--- config.mk ---
export PLATFORM = sky130hd
export DESIGN_NAME = matrix_scan_capture
export DESIGN_NICKNAME = d
export VERILOG_FILES = /design/src/rtl/matrix_scan_capture.sv
export SDC_FILE = /design/constraint.sdc
export NUM_CORES = 1
export LEC_CHECK = 0
export ABC_AREA = 1
export CORE_MARGIN = 3
export CORE_UTILIZATION = 60
export DETAILED_ROUTE_END_ITERATION = 8
export PLACE_DENSITY = 0.78
export SETUP_SLACK_MARGIN = 0.02
export SLEW_MARGIN = 40
export SYNTH_ARGS = -nofsm -noshare
export SYNTH_HDL_FRONTEND = slang
export SYNTH_SLANG_ARGS = --single-unit
--- constraint.sdc ---
create_clock -name CLK -period 23.8 [get_ports CLK]
set_input_delay 7.14 -clock CLK [delete_from_list [all_inputs] [get_ports CLK]]
set_output_delay 7.14 -clock CLK [all_outputs]
set_load 0.01 [all_outputs]
--- src/rtl/matrix_scan_capture.sv ---
// matrix_scan_capture: receiving end of an 8x8 RGB LED row-scan interface.
// Synchronises the scan stream, samples each row once it is stable, and builds
// frames in a double-buffered 8x24-bit store with a registered read port.
// Ports:
//   CLK, RST             clock, asynchronous active-high reset
//   DATA_R/G/B[7:0]      column data of the row currently being scanned
//   A_count[3:0]         bit3 = scan enable, bits[2:0] = row index
//   rd_row[2:0]          front-buffer row to read
//   rd_data[23:0]        {R,G,B} of rd_row, lit = 1, one-cycle latency
//   frame_done           one-cycle pulse while a frame is being committed
//   frame_cnt[7:0]       committed frame count (wraps)
//   scan_stall           no row sampled for TIMEOUT cycles
//   seq_err              sticky out-of-order row flag
module matrix_scan_capture #(
  parameter int SETTLE     = 4,
  parameter int TIMEOUT    = 200000,
  parameter bit ACTIVE_LOW = 1'b1
) (
  input  logic        CLK,
  input  logic        RST,
  input  logic [7:0]  DATA_R,
  input  logic [7:0]  DATA_G,
  input  logic [7:0]  DATA_B,
  input  logic [3:0]  A_count,
  input  logic [2:0]  rd_row,
  output logic [23:0] rd_data,
  output logic        frame_done,
  output logic [7:0]  frame_cnt,
  output logic        scan_stall,
  output logic        seq_err
);

  localparam int              TW        = $clog2(TIMEOUT + 1);
  localparam logic [7:0]      SETTLE_V  = 8'(SETTLE);
  localparam logic [7:0]      SETTLE_M1 = 8'(SETTLE - 1);
  localparam logic [TW-1:0]   TMO_V     = TW'(TIMEOUT);

  typedef enum logic [1:0] {
    S_IDLE    = 2'd0,
    S_CAPTURE = 2'd1,
    S_COMMIT  = 2'd2,
    S_STALL   = 2'd3
  } state_t;

  // {A_count, R, G, B}: two synchroniser stages plus one delayed copy for
  // change detection on the synchronised stream.
  logic [27:0]   in_s1_q, in_s1_d;
  logic [27:0]   in_s2_q, in_s2_d;
  logic [27:0]   in_prev_q, in_prev_d;

  logic [7:0]    settle_q, settle_d;
  logic [TW-1:0] tmo_q, tmo_d;
  logic [7:0]    seen_q, seen_d;
  logic [2:0]    last_row_q, last_row_d;
  logic          seq_err_q, seq_err_d;
  logic [7:0]    frame_cnt_q, frame_cnt_d;
  logic [23:0]   rd_data_q, rd_data_d;
  logic [23:0]   front_q [8];
  logic [23:0]   front_d [8];
  logic [23:0]   back_q  [8];
  logic [23:0]   back_d  [8];
  state_t        state_q, state_d;

  logic          scan_en;
  logic [2:0]    cur_row;
  logic [23:0]   cur_rgb;
  logic [23:0]   cap_val;
  logic          change;
  logic          sample;
  logic          stall_now;
  logic          commit;
  logic [7:0]    row_bit;
  logic [7:0]    seen_base;

  assign scan_en   = in_s2_q[27];
  assign cur_row   = in_s2_q[26:24];
  assign cur_rgb   = in_s2_q[23:0];
  assign cap_val   = ACTIVE_LOW ? ~cur_rgb : cur_rgb;
  assign change    = (in_s2_q != in_prev_q);
  // Fires on the single cycle the settle counter steps onto SETTLE; once
  // saturated it cannot fire again until the stream changes.
  assign sample    = scan_en && !change && (settle_q == SETTLE_M1);
  assign stall_now = (tmo_q == TMO_V);
  assign commit    = (state_q == S_COMMIT);
  assign row_bit   = 8'd1 << cur_row;
  // The commit and a stall both start a fresh frame; a sample in that same
  // cycle lands on top of the cleared mask.
  assign seen_base = (commit || state_q == S_STALL) ? 8'd0 : seen_q;

  // Datapath next-state
  always_comb begin
    in_s1_d     = {A_count, DATA_R, DATA_G, DATA_B};
    in_s2_d     = in_s1_q;
    in_prev_d   = in_s2_q;
    settle_d    = settle_q;
    tmo_d       = tmo_q;
    seen_d      = seen_base;
    last_row_d  = last_row_q;
    seq_err_d   = seq_err_q;
    frame_cnt_d = frame_cnt_q;
    front_d     = front_q;
    back_d      = back_q;
    rd_data_d   = front_q[rd_row];

    if (!scan_en || change) begin
      settle_d = 8'd0;
    end else if (settle_q != SETTLE_V) begin
      settle_d = settle_q + 8'd1;
    end

    if (sample) begin
      tmo_d = '0;
    end else if (!stall_now) begin
      tmo_d = tmo_q + 1'b1;
    end

    // Front copy reads back_q, so a same-cycle sample goes only into the
    // back buffer for the next frame.
    if (commit) begin
      front_d     = back_q;
      frame_cnt_d = frame_cnt_q + 8'd1;
    end

    if (sample) begin
      back_d[cur_row] = cap_val;
      last_row_d      = cur_row;
      // First row after a stall restarts the sequence without flagging it.
      if (state_q == S_STALL || cur_row == last_row_q ||
          cur_row == last_row_q + 3'd1) begin
        seen_d = seen_base | row_bit;
      end else begin
        seen_d    = row_bit;
        seq_err_d = 1'b1;
      end
    end
  end

  // FSM next-state
  always_comb begin
    state_d = state_q;
    if (sample) begin
      state_d = (seen_d == 8'hFF) ? S_COMMIT : S_CAPTURE;
    end else if (stall_now) begin
      state_d = S_STALL;
    end else if (commit) begin
      state_d = S_IDLE;
    end
  end

  // FSM outputs
  always_comb begin
    frame_done = (state_q == S_COMMIT);
  end

  assign rd_data    = rd_data_q;
  assign frame_cnt  = frame_cnt_q;
  assign scan_stall = stall_now;
  assign seq_err    = seq_err_q;

  // FSM state register
  always_ff @(posedge CLK or posedge RST) begin
    if (RST) begin
      state_q <= S_IDLE;
    end else begin
      state_q <= state_d;
    end
  end

  // Datapath registers
  always_ff @(posedge CLK or posedge RST) begin
    if (RST) begin
      in_s1_q     <= '0;
      in_s2_q     <= '0;
      in_prev_q   <= '0;
      settle_q    <= '0;
      tmo_q       <= '0;
      seen_q      <= '0;
      last_row_q  <= 3'd7;
      seq_err_q   <= 1'b0;
      frame_cnt_q <= '0;
      rd_data_q   <= '0;
      for (int i = 0; i < 8; i++) begin
        front_q[i] <= '0;
        back_q[i]  <= '0;
      end
    end else begin
      in_s1_q     <= in_s1_d;
      in_s2_q     <= in_s2_d;
      in_prev_q   <= in_prev_d;
      settle_q    <= settle_d;
      tmo_q       <= tmo_d;
      seen_q      <= seen_d;
      last_row_q  <= last_row_d;
      seq_err_q   <= seq_err_d;
      frame_cnt_q <= frame_cnt_d;
      rd_data_q   <= rd_data_d;
      for (int i = 0; i < 8; i++) begin
        front_q[i] <= front_d[i];
        back_q[i]  <= back_d[i];
      end
    end
  end

endmodule

# Word level (Yosys, flattened, before mapping)

Index checks and enable logic that the tools add are counted.

Flip-flop bits (word level): 540

Shift operators: 1
Bitwise operators: 5
Add/subtract/negate cells: 4
$lt $le $gt $ge: 3
Muxes and demuxes: 17
Reduce and logical (&&, ||, !) cells: 12
Equality and inequality tests: 10

Operator list:

| operator              | count |
|---|---|
| $bwmux 192            | 1 |
| $bmux 24 s3           | 1 |
| $demux 24 s3          | 1 |
| $mux 24               | 3 |
| $mux 8                | 5 |
| $mux 18               | 2 |
| $ne 28x28->1          | 1 |
| $not 24->24           | 1 |
| $add 18x1->18 const B | 1 |
| $eq 18x18->1 const B  | 1 |
| $add 8x1->8 const B   | 2 |
| $eq 8x2->1 const B    | 1 |
| $eq 8x8->1 const B    | 1 |
| $ge 4x4->1 const B    | 2 |
| $mux 2                | 4 |
| $ne 8x3->1 const B    | 1 |
| $not 3->4             | 2 |
| $or 8x8->8            | 1 |
| $shl 1x3->8 const A   | 1 |
| $eq 3x3->1            | 2 |
| $eq 2x2->1 const B    | 2 |
| $logic_or 1x1->1      | 4 |
| $lt 4x1->1 const B    | 1 |
| $add 3x1->3 const B   | 1 |
| 7 further kinds       | 10 |

# Logic depth before layout (Yosys ltp)

Gate-level depths: netlist (run 1).

Word-level depth: 9
Depth in mapped cells: 17

# Least setup slack after synthesis (run 1)

Ideal clock, no wire load.

Kind: register -> output
From: reg state_q[1]
To: out frame_done
Data required time: 16.660 ns
Data arrival time: 1.510 ns
Cell stages (with the launch flop): 6
Setup slack: 15.150 ns
Cells stage by stage: dfrtp_1 -> clkbuf_1 -> inv_1 -> nor2_1 -> clkbuf_1 -> clkbuf_1

Longest elaborated chain between the ends: 1

RTL lines:

| item                   | line | source |
|---|---|---|
| start, declared        | 62   | `state_t state_q, state_d;` |
| start signal, assigned | 165  | `state_q <= state_d;` |
| $eq 2x2->1             | 152  | `frame_done = (state_q == S_COMMIT);` |
| end, declared          | 27   | `output logic frame_done,` |

No other way between the ends.

# Worst setup path after layout (run 1)

From: reg tmo_q[3]
To: out scan_stall

Longest elaborated chain between the ends: 1

RTL lines:

| item                   | line | source |
|---|---|---|
| start, declared        | 52   | `logic [TW-1:0] tmo_q, tmo_d;` |
| start signal, assigned | 191  | `tmo_q <= tmo_d;` |
| $eq 18x18->1           | 83   | `assign stall_now = (tmo_q == TMO_V);` |
| end, declared          | 29   | `output logic scan_stall,` |

No other way between the ends.

==> results.ini, run 1 <==
[worst_setup_path]
ff2ff_path_depth = 13
cpMostUsedCell = nor2_1
worst-path-max-fanout = 5
r2r_end = back_q[158]
required_ns = 16.66
r2r-start = in_prev_d[19]
start_kind = register
crit_chain = nor2_1, nand3_1, nor2_1, nand4_1, nor4_2, clkdlybuf4s50_1
cpPeakStageDelay_ns = 0.64
crit_cells = 6
crit_slowest_cell = clkdlybuf4s50_1
endpoint = scan_stall
critPathTopFamily = simple AND/OR/NAND/NOR gates
critPathLaunch = tmo_q[3]
cp-end-kind = output pin
cp_num_buf_inv = 1
worst-endpoint-arrival_ns = 2.52
worstSetupPathType = register to output pin
rrSetupSlack_ns = 20.76

[timing]
relSlewSlack_pct = 43.7
rsz0062_at_grt = no
fmax_ghz = 0.104
setup_ws_ns = 14.14
setup_tns_ns = 0
setup_viol = 0
fin_worst_skew_ns = 0.0140
drv_slew = 0
min_period_ns = 9.66
holdWs_ns = 0.338
min_period_over_period_pct = 40.6
hold_viol_final = 0
tightest_slew_ns = 0.845

[clocking]
htreeDepth = 2
cts_resized = 0
clock_path_buffers = 3
worstSkewPairLatency_ns = 0.60
root_buffer = clkbuf_16
hold_buffers = 0
cts_buffers = 53
cts_tree = done
clock_sinks = 540
clk_pin_slew_ns = 0.06
cts_setup_buffers = 0

[placement]
dpl-instance-area_sq_um = 22600
hpwl_mm = 28.0
dp_worst_setup_slack_ns = 13.60
gp_congestion = 0.916
io_buffers = 67

[cells_and_area]
fill_cells = 2645
area_growth_pct = 12.5
drive_gt1_share_pct = 6.21
finalNetCount = 2426
antennaDiodeCount = 0
final_cell_area_sq_um = 24400

[detailed_routing]
wl_met1_mm = 20.5
top_layer_used = met4
vias = 15900
route.met3.wl_mm = 2.90
drtIter0Drc = 1248
ant_nets = 0
drc = 0
first_pass_iters = 6
wl_mm = 47.3
wl_per_cell_um = 16.4
routed_via_density = 5.49
wl_met2_mm = 22.6

[synthesis]
synth_edf_count = 0
yosys.area_share.xor_xnor_pct = 0.646
syn_area_sq_um = 21700
yosysWarnings = 0
async_reset_ff_share_pct = 100
synthMuxAreaShare_pct = 0
synth-seq-area-share_pct = 62.3
netlist-cell-type-count = 40
synth_fa_ha_area_share_pct = 0.346
avgSynthCellArea_sq_um = 9.09
synth_top_family_by_area = simple AND/OR/NAND/NOR gates
mappedNetlistNets = 2427
synth_compound_area_share_pct = 11.8
syn_inst = 2388
synth_ff_type = dfrtp_1
ys_ff_latch = 540
synth-simple-area-share_pct = 18.4

[grt]
grt_pass1_vias = 15700
overflow = 0
grt_usage_pct = 25.6
antenna_found_initial = 0
grt_max_degree = 126
grt_pass1_wl_mm = 79.2

[floorplanning]
start_util_pct = 61.0
coreArea_sq_um = 35600
ios = 68
dieWidth_um = 196
die-height_um = 196
rows = 69
dieArea_sq_um = 38500

[power]
power.total_mw = 1.85
p_comb_share_pct = 3.8
p_sw_share_pct = 22.3
switching_power_uw = 412
p_leak_nw = 12.0
vdd_drop_max_v = 0.0000686
pwr-share-seq_pct = 51.0
p_clk_share_pct = 45.2
p_per_area_nw_per_um2 = 75.8
p_int_mw = 1.44

[run]
cap_violations = 0

[min_path]
hp-class = register to register

[outcome]
status = completed

## how the worst min path moves through the flow
stage          slack (ns)  cells after the start             to   startpoint
2_1_floorplan        0.33                      0   in_prev_d[0]   in_s1_q[0]
3_3_place_gp         0.33                      0  in_prev_d[13]  in_s1_q[13]
3_5_place_dp         0.33                      0  in_prev_d[13]  in_s1_q[13]
4_1_cts              0.35                      0   in_prev_d[5]   in_s1_q[5]
5_1_grt              0.35                      0   in_prev_d[5]   in_s1_q[5]
6_report             0.34                      0   in_prev_d[5]   in_s1_q[5]
## power by group through the flow
stage                     Clock (mW)  Combinational (mW)  Sequential [mW]
final                          0.837              0.0698            0.943
after CTS                      0.849              0.0712            0.943
after global placement             0              0.0679            0.960
after global routing           0.892              0.0792            0.944
after detailed placement           0              0.0708            0.960
after floorplan                    0              0.0466            0.952
## metal layers
metal	global-route usage [%]	vias up
met2	42.4	454
li1	-	7592
met5	0	-
met3	4.50	97
met1	35.0	7741
met4	8.13	0
## worst reg2reg max path: stages, from the launching register on
cell,delay [ns]
dfrtp_1,0.77
inv_2,0.05
nand2_1,0.11
nand2_1,0.06
nor2_1,0.08
nand2_1,0.05
nor2_1,0.14
nand2_2,0.15
nor2_8,0.31
nand4_1,0.34
buf_4,0.32
buf_4,0.31
nand2_1,0.14
o21ai_0,0.09
## per-stage QoR
step,std cells,utilization (%)
2_1_floorplan,2388,-
3_3_place_gp,2783,63.0
3_5_place_dp,2792,63.5
4_1_cts,2891,68.5
5_1_grt,2892,68.6
6_report,2892,68.6
## synth_stat cells, types with 15 or more instances
cell,number,share of area (%)
nand2_1,820,14
dfrtp_1,537,62
o21ai_0,291,6.7
inv_1,180,3.1
nor2_1,121,2.1
clkbuf_1,87,1.5
o21ai_1,68,1.6
a21oi_1,60,1.4
buf_2,38,0.88
a31oi_1,25,0.72
o211ai_1,23,0.80
nand3_1,16,0.37
nor3_1,15,0.35
## cell families after synthesis
logic type,after synthesis
adders and majority gates,6
buffers and inverters,338
and+or+nand+nor,1005
xor gates and xnor gates,16
AOI/OAI and AO/OA,483
DFF,540
## state kept, by name, summed over array words and instances, names as in the netlist
name and count:
back_q 192, frame_cnt 8, state_q 2, last_row_q 3
rd_data 24, seen_q 8, tmo_q 18, settle_q 8
front_q 192, seq_err 1, in_prev_d 28, in_s1_q 28
in_prev_q 28
## final cells by class
class,count,area (sq um),share of cell area (%)
clock buffers,76,1540,6.32
multi-input cells,1510,6800,27.9
well taps,461,577,2.36
flip-flops and latches,540,13500,55.4
clock inverters,23,229,0.938
repair buffers,93,1020,4.17
inverters,189,724,2.97
## placed cells by master (no fill, tap or decap), types with 15 or more instances in the layout
cell type        instances
a21oi_1                 60
a31oi_1                 25
clkbuf_16               53
clkdlybuf4s50_1         65
clkinv_2                16
dfrtp_1                537
inv_1                  179
nand2_1                820
nand3_1                 16
nor2_1                 120
nor3_1                  15
o211ai_1                23
o21ai_0                291
o21ai_1                 68
(Power assumes the default switching activity.)
==> inputs of run 2 (changes only) <==
- clock period: 23.8 -> 9.71 ns (I/O delays scaled with it)
==> run 2 against run 1 <==
Clock power up 140%; via count down 0.57%; wire length increased by 1.1%; setup slack worse by 10 ns; final cell count shrank 0.14%; clock skew is 0.0075 ns higher; die area unchanged; sequential cell count did not move; largest cell class unchanged; non-clock buffer count up 4; final area increased by 0.38%; hold slack better by 0.0083 ns.
==> results.ini, run 2 (synthesis gave the netlist of run 1 again) <==
[outcome]
status = completed

[grt]
overflow = 0  ; unchanged
grt_pass1_wl_mm = 78.9  ; -0.33%
antenna_found_initial = 0  ; unchanged
grt_usage_pct = 25.6  ; about the same
grt_max_degree = 158  ; +25%
grt_pass1_vias = 15400  ; -1.8%

[floorplanning]
coreArea_sq_um = 35600  ; unchanged
dieWidth_um = 196  ; unchanged
start_util_pct = 61.0  ; unchanged
die-height_um = 196  ; unchanged
rows = 69  ; unchanged
dieArea_sq_um = 38500  ; unchanged
ios = 68  ; unchanged

[worst_setup_path]
worst-path-max-fanout = 5  ; unchanged
worst-endpoint-arrival_ns = 2.66  ; +0.14 ns
r2r-start = in_prev_d[20]
cp-end-kind = output pin
r2r_end = back_q[39]
endpoint = scan_stall
ff2ff_path_depth = 10  ; -3
critPathLaunch = tmo_q[3]
start_kind = register
required_ns = 6.80  ; -9.86 ns
worstSetupPathType = register to output pin
rrSetupSlack_ns = 6.61  ; -14.15 ns

[run]
cap_violations = 0  ; unchanged

[detailed_routing]
first_pass_iters = 5  ; -1
wl_per_cell_um = 16.6  ; +1.3%
drtIter0Drc = 1193  ; -4.4%
wl_mm = 47.9  ; +1.1%
routed_via_density = 5.47  ; -0.43%
vias = 15800  ; -0.57%
drc = 0  ; unchanged
ant_nets = 0  ; unchanged

[placement]
io_buffers = 67  ; unchanged
hpwl_mm = 28.8  ; +2.8%
gp_congestion = 0.864  ; -5.6%
place_inst = 2794  ; +0.072%

[timing]
min_period_ns = 5.57
drv_slew = 0  ; unchanged
setup_tns_ns = 0  ; unchanged
fin_worst_skew_ns = 0.0216  ; +0.00751 ns
tightest_slew_ns = 0.804  ; -0.0411 ns
rsz0062_at_grt = no
setup_viol = 0  ; unchanged
fmax_ghz = 0.180
min_period_over_period_pct = 57.4
relSlewSlack_pct = 46.4  ; +2.7 points
hold_viol_final = 0  ; unchanged

[cells_and_area]
area_growth_pct = 12.9
seqCellArea_sq_um = 13500  ; unchanged
final_common_cell = nand2_1
reg.largest.list = back_q (192), front_q (192)
stdcell_count = 2888  ; -0.14%
antennaDiodeCount = 0  ; unchanged
finalNetCount = 2430  ; +0.16%
final_cell_mix = nand2_1 (820), dfrtp_1 (537), o21ai_0 (291)
drive_gt1_share_pct = 6.06  ; -0.15 points
multiInputGateArea_sq_um = 6790  ; about the same
fill_cells = 2703  ; +2.2%

[clocking]
worstSkewPairLatency_ns = 0.59  ; about the same
clk_pin_slew_ns = 0.06  ; about the same
clock_path_buffers = 3  ; unchanged
cts_setup_buffers = 0  ; unchanged
hold_buffers = 0  ; unchanged
clock_sinks = 540  ; unchanged
cts_resized = 0  ; unchanged
cts_buffers = 53  ; unchanged
htreeDepth = 2  ; unchanged
cts_tree = done
root_buffer = clkbuf_16

[power]
p_leak_nw = 12.1  ; +0.31%
p_per_area_nw_per_um2 = 185  ; +140%
power.total_mw = 4.54  ; +150%
vdd_drop_max_v = 0.000175  ; +160%

[min_path]
hp-class = register to register

[run 2: cell types whose count changed in the layout (fill, tap and decap cells not counted), sizes merged]
cell / change
buf: +4
bufinv: +1
clkinv: -9
clkinvlp: +1
inv: -1
[run 2: per-layer routing]
layer | wire (um) | up-vias | part of all wire, % | track usage, %
met3 | 3100 | 88 | 6.5 | 4.29
met1 | 20600 | 7634 | 43 | 35.8
li1 | - | 7593 | - | -
met5 | 0 | - | 0 | 0
met4 | 1420 | 0 | 3.0 | 9.51
met2 | 22700 | 479 | 47 | 41.0
[run 2: where the power goes]
group | switching, mW | internal [mW]
logic | 0.112 | 0.0613
registers | 0.0373 | 2.28
clock network | 0.827 | 1.23
total | 0.977 | 3.56
[run 2: worst max-delay path, stage by stage, from the launching register on]
cell,delay [ns]
dfrtp_1,0.43
nor2_1,0.12
nand3_1,0.08
nor2_1,0.10
nand4_1,0.08
nor4_1,0.59
clkdlybuf4s50_1,0.67
[run 2: worst min-delay path by stage]
stage	start	to	slack, ns	depth (start not counted)
3_5_place_dp	in_s1_q[18]	in_prev_d[18]	0.33	0
4_1_cts	in_s1_q[21]	in_prev_d[21]	0.35	0
2_1_floorplan	in_s1_q[0]	in_prev_d[0]	0.33	0
5_1_grt	in_s1_q[21]	in_prev_d[21]	0.35	0
3_3_place_gp	in_s1_q[13]	in_prev_d[13]	0.33	0
6_report	in_s1_q[23]	in_prev_d[23]	0.35	0
[run 2: area by class of cell]
type / instances / area share (%)
sequential: 540 / 55.2
multi-input combinational: 1510 / 27.7
clock buffer: 76 / 6.43
timing repair buffer: 97 / 4.65
inverter: 189 / 2.92
tap: 461 / 2.35
clock inverter: 15 / 0.756
[run 2: metrics by stage]
step / util, % / hold WS [ns] / area [sq um] / setup slack, ns
floorplan: - / 0.331 / 21700 / -0.545
global placement: 63.0 / 0.331 / 22400 / 4.66
detailed placement: 63.7 / 0.335 / 22700 / 4.67
CTS: 68.7 / 0.348 / 24400 / 4.10
global route: 68.9 / 0.353 / 24500 / 3.94
finish: 68.9 / 0.346 / 24500 / 4.14
==> inputs of run 3 (changes only) <==
- clock period: 9.71 -> 5.5 ns (I/O delays scaled with it)
==> run 3 against run 2 <==
Global-route usage up 0.28 points; via count up 1.3%; clock skew hardly changed; combinational power grew 77%; core utilization shrank 0.14 points; wire length up 1.3%; register-to-register slack got worse by 4.3 ns; count of clock-buffer cells in the layout is 10 lower; hold slack improved by 0.0013 ns; final area fell by 0.21%; critical endpoint unchanged; sequential cell count stayed put.
==> results.ini, run 3 (synthesis gave the netlist of run 1 again) <==
[min_path]
hp-class = register to register
holdPathStages = 0  ; unchanged
min_from = in_s1_q[10]
worstHoldEndpoint = in_prev_d[10]

[clocking]
clock_path_buffers = 3  ; unchanged
cts_resized = 0  ; unchanged
hold_buffers = 0  ; unchanged
worstSkewPairLatency_ns = 0.59  ; about the same
root_buffer = clkbuf_16
clock_sinks = 540  ; unchanged
cts_setup_buffers = 0  ; unchanged
clk_pin_slew_ns = 0.06  ; about the same
htreeDepth = 2  ; unchanged
cts_buffers = 53  ; unchanged
cts_tree = done

[power]
p_leak_nw = 12.0  ; -0.31%
p_per_area_nw_per_um2 = 330  ; +78%
power.total_mw = 8.08  ; +78%
vdd_drop_max_v = 0.000302  ; +73%

[worst_setup_path]
rrSetupSlack_ns = 2.35  ; -4.26 ns
worst-path-max-fanout = 5  ; unchanged
required_ns = 3.85  ; -2.95 ns
worstSetupPathType = register to output pin
cp-end-kind = output pin
r2r-start = in_prev_d[20]
worst-endpoint-arrival_ns = 2.46  ; -0.20 ns
start_kind = register
ff2ff_path_depth = 10  ; unchanged
r2r_end = back_q[24]

[cells_and_area]
reg.largest.list = back_q (192), front_q (192)
antennaDiodeCount = 0  ; unchanged
final_cell_mix = nand2_1 (820), dfrtp_1 (537), o21ai_0 (291)
drive_gt1_share_pct = 6.29  ; +0.24 points
area_growth_pct = 12.7
final_common_cell = nand2_1
fill_cells = 2714  ; +0.41%
finalNetCount = 2430  ; unchanged
stdcell_count = 2892  ; +0.14%

[timing]
relSlewSlack_pct = 46.3  ; -0.13 points
hold_viol_final = 0  ; unchanged
rsz0062_at_grt = no
setup_tns_ns = 0  ; unchanged
setup_viol = 0  ; unchanged
holdWs_ns = 0.347  ; +0.00131 ns
min_period_over_period_pct = 74.8
min_period_ns = 4.11
drv_slew = 0  ; unchanged
fmax_ghz = 0.243
fin_worst_skew_ns = 0.0211  ; -0.000436 ns
tightest_slew_ns = 0.806  ; +0.00199 ns

[floorplanning]
ios = 68  ; unchanged
rows = 69  ; unchanged
dieWidth_um = 196  ; unchanged
start_util_pct = 61.0  ; unchanged
dieArea_sq_um = 38500  ; unchanged
coreArea_sq_um = 35600  ; unchanged
die-height_um = 196  ; unchanged

[detailed_routing]
wl_mm = 48.5  ; +1.3%
routed_via_density = 5.53  ; +1.1%
vias = 16000  ; +1.3%
drc = 0  ; unchanged
first_pass_iters = 5  ; unchanged
wl_per_cell_um = 16.8  ; +1.2%
ant_nets = 0  ; unchanged
drtIter0Drc = 1214  ; +1.8%

[placement]
io_buffers = 67  ; unchanged
place_inst = 2795  ; +0.036%
gp_congestion = 0.851  ; -1.6%
hpwl_mm = 29.0  ; +0.79%

[grt]
antenna_found_initial = 0  ; unchanged
overflow = 0  ; unchanged
grt_usage_pct = 25.9  ; +0.28 points
grt_max_degree = 104  ; -34%
grt_pass1_wl_mm = 80.7  ; +2.3%
grt_pass1_vias = 15700  ; +2.1%

[outcome]
status = completed

[run]
cap_violations = 0  ; unchanged

## run 3: changes by cell type in the layout (fill, tap and decap cells not counted), sizes merged
| cell | delta |
|---|---|
| clkbuf | -10 |
| bufinv | +3 |
| clkinv | +8 |
| clkinvlp | +3 |
## run 3: layer usage
metal | vias up | track usage (%) | part of all wire (%)
li1 | 7591 | - | -
met1 | 7802 | 36.6 | 43
met2 | 496 | 41.8 | 47
met3 | 105 | 4.14 | 5.9
met4 | 0 | 8.24 | 3.2
met5 | - | 0 | 0
## run 3: through the flow
step | setup slack [ns] | area (sq um) | utilization (%)
floorplan | -3.49 | 21700 | -
global placement | 1.86 | 22500 | 63.3
detailed placement | 1.74 | 22600 | 63.6
CTS | 1.10 | 24400 | 68.6
finish | 1.39 | 24400 | 68.7
global route | 1.16 | 24400 | 68.7
## run 3: worst max-delay path by stage
stage,end,cells past startpoint,from,slack [ns]
2_1_floorplan,back_q[0],1,RST,-3.49
3_3_place_gp,rd_data[17],7,rd_row[0],1.86
3_5_place_dp,scan_stall,6,tmo_q[3],1.74
4_1_cts,scan_stall,6,tmo_q[3],1.10
5_1_grt,scan_stall,6,tmo_q[3],1.16
6_report,scan_stall,6,tmo_q[3],1.39
## run 3: cell type report
type,count,area (sq um),share of cell area [%]
well taps,461,577,2.36
repair buffers,97,1040,4.27
clock inverters,29,368,1.50
clock buffers,66,1430,5.83
inverters,189,719,2.94
multi-input cells,1510,6800,27.8
flip-flops and latches,540,13500,55.3
## run 3: where the power goes
group	internal (mW)	switching [mW]	total (mW)
logic	0.106	0.201	0.307
clock network	2.17	1.51	3.69
registers	4.02	0.0635	4.08
## run 3: critical path: stages (launching register included)
cell and delay (ns):
dfrtp_1 0.42, nor2_1 0.12, nand3_1 0.08, nor2_1 0.10, nand4_1 0.10, nor4_2 0.41, clkdlybuf4s50_1 0.64
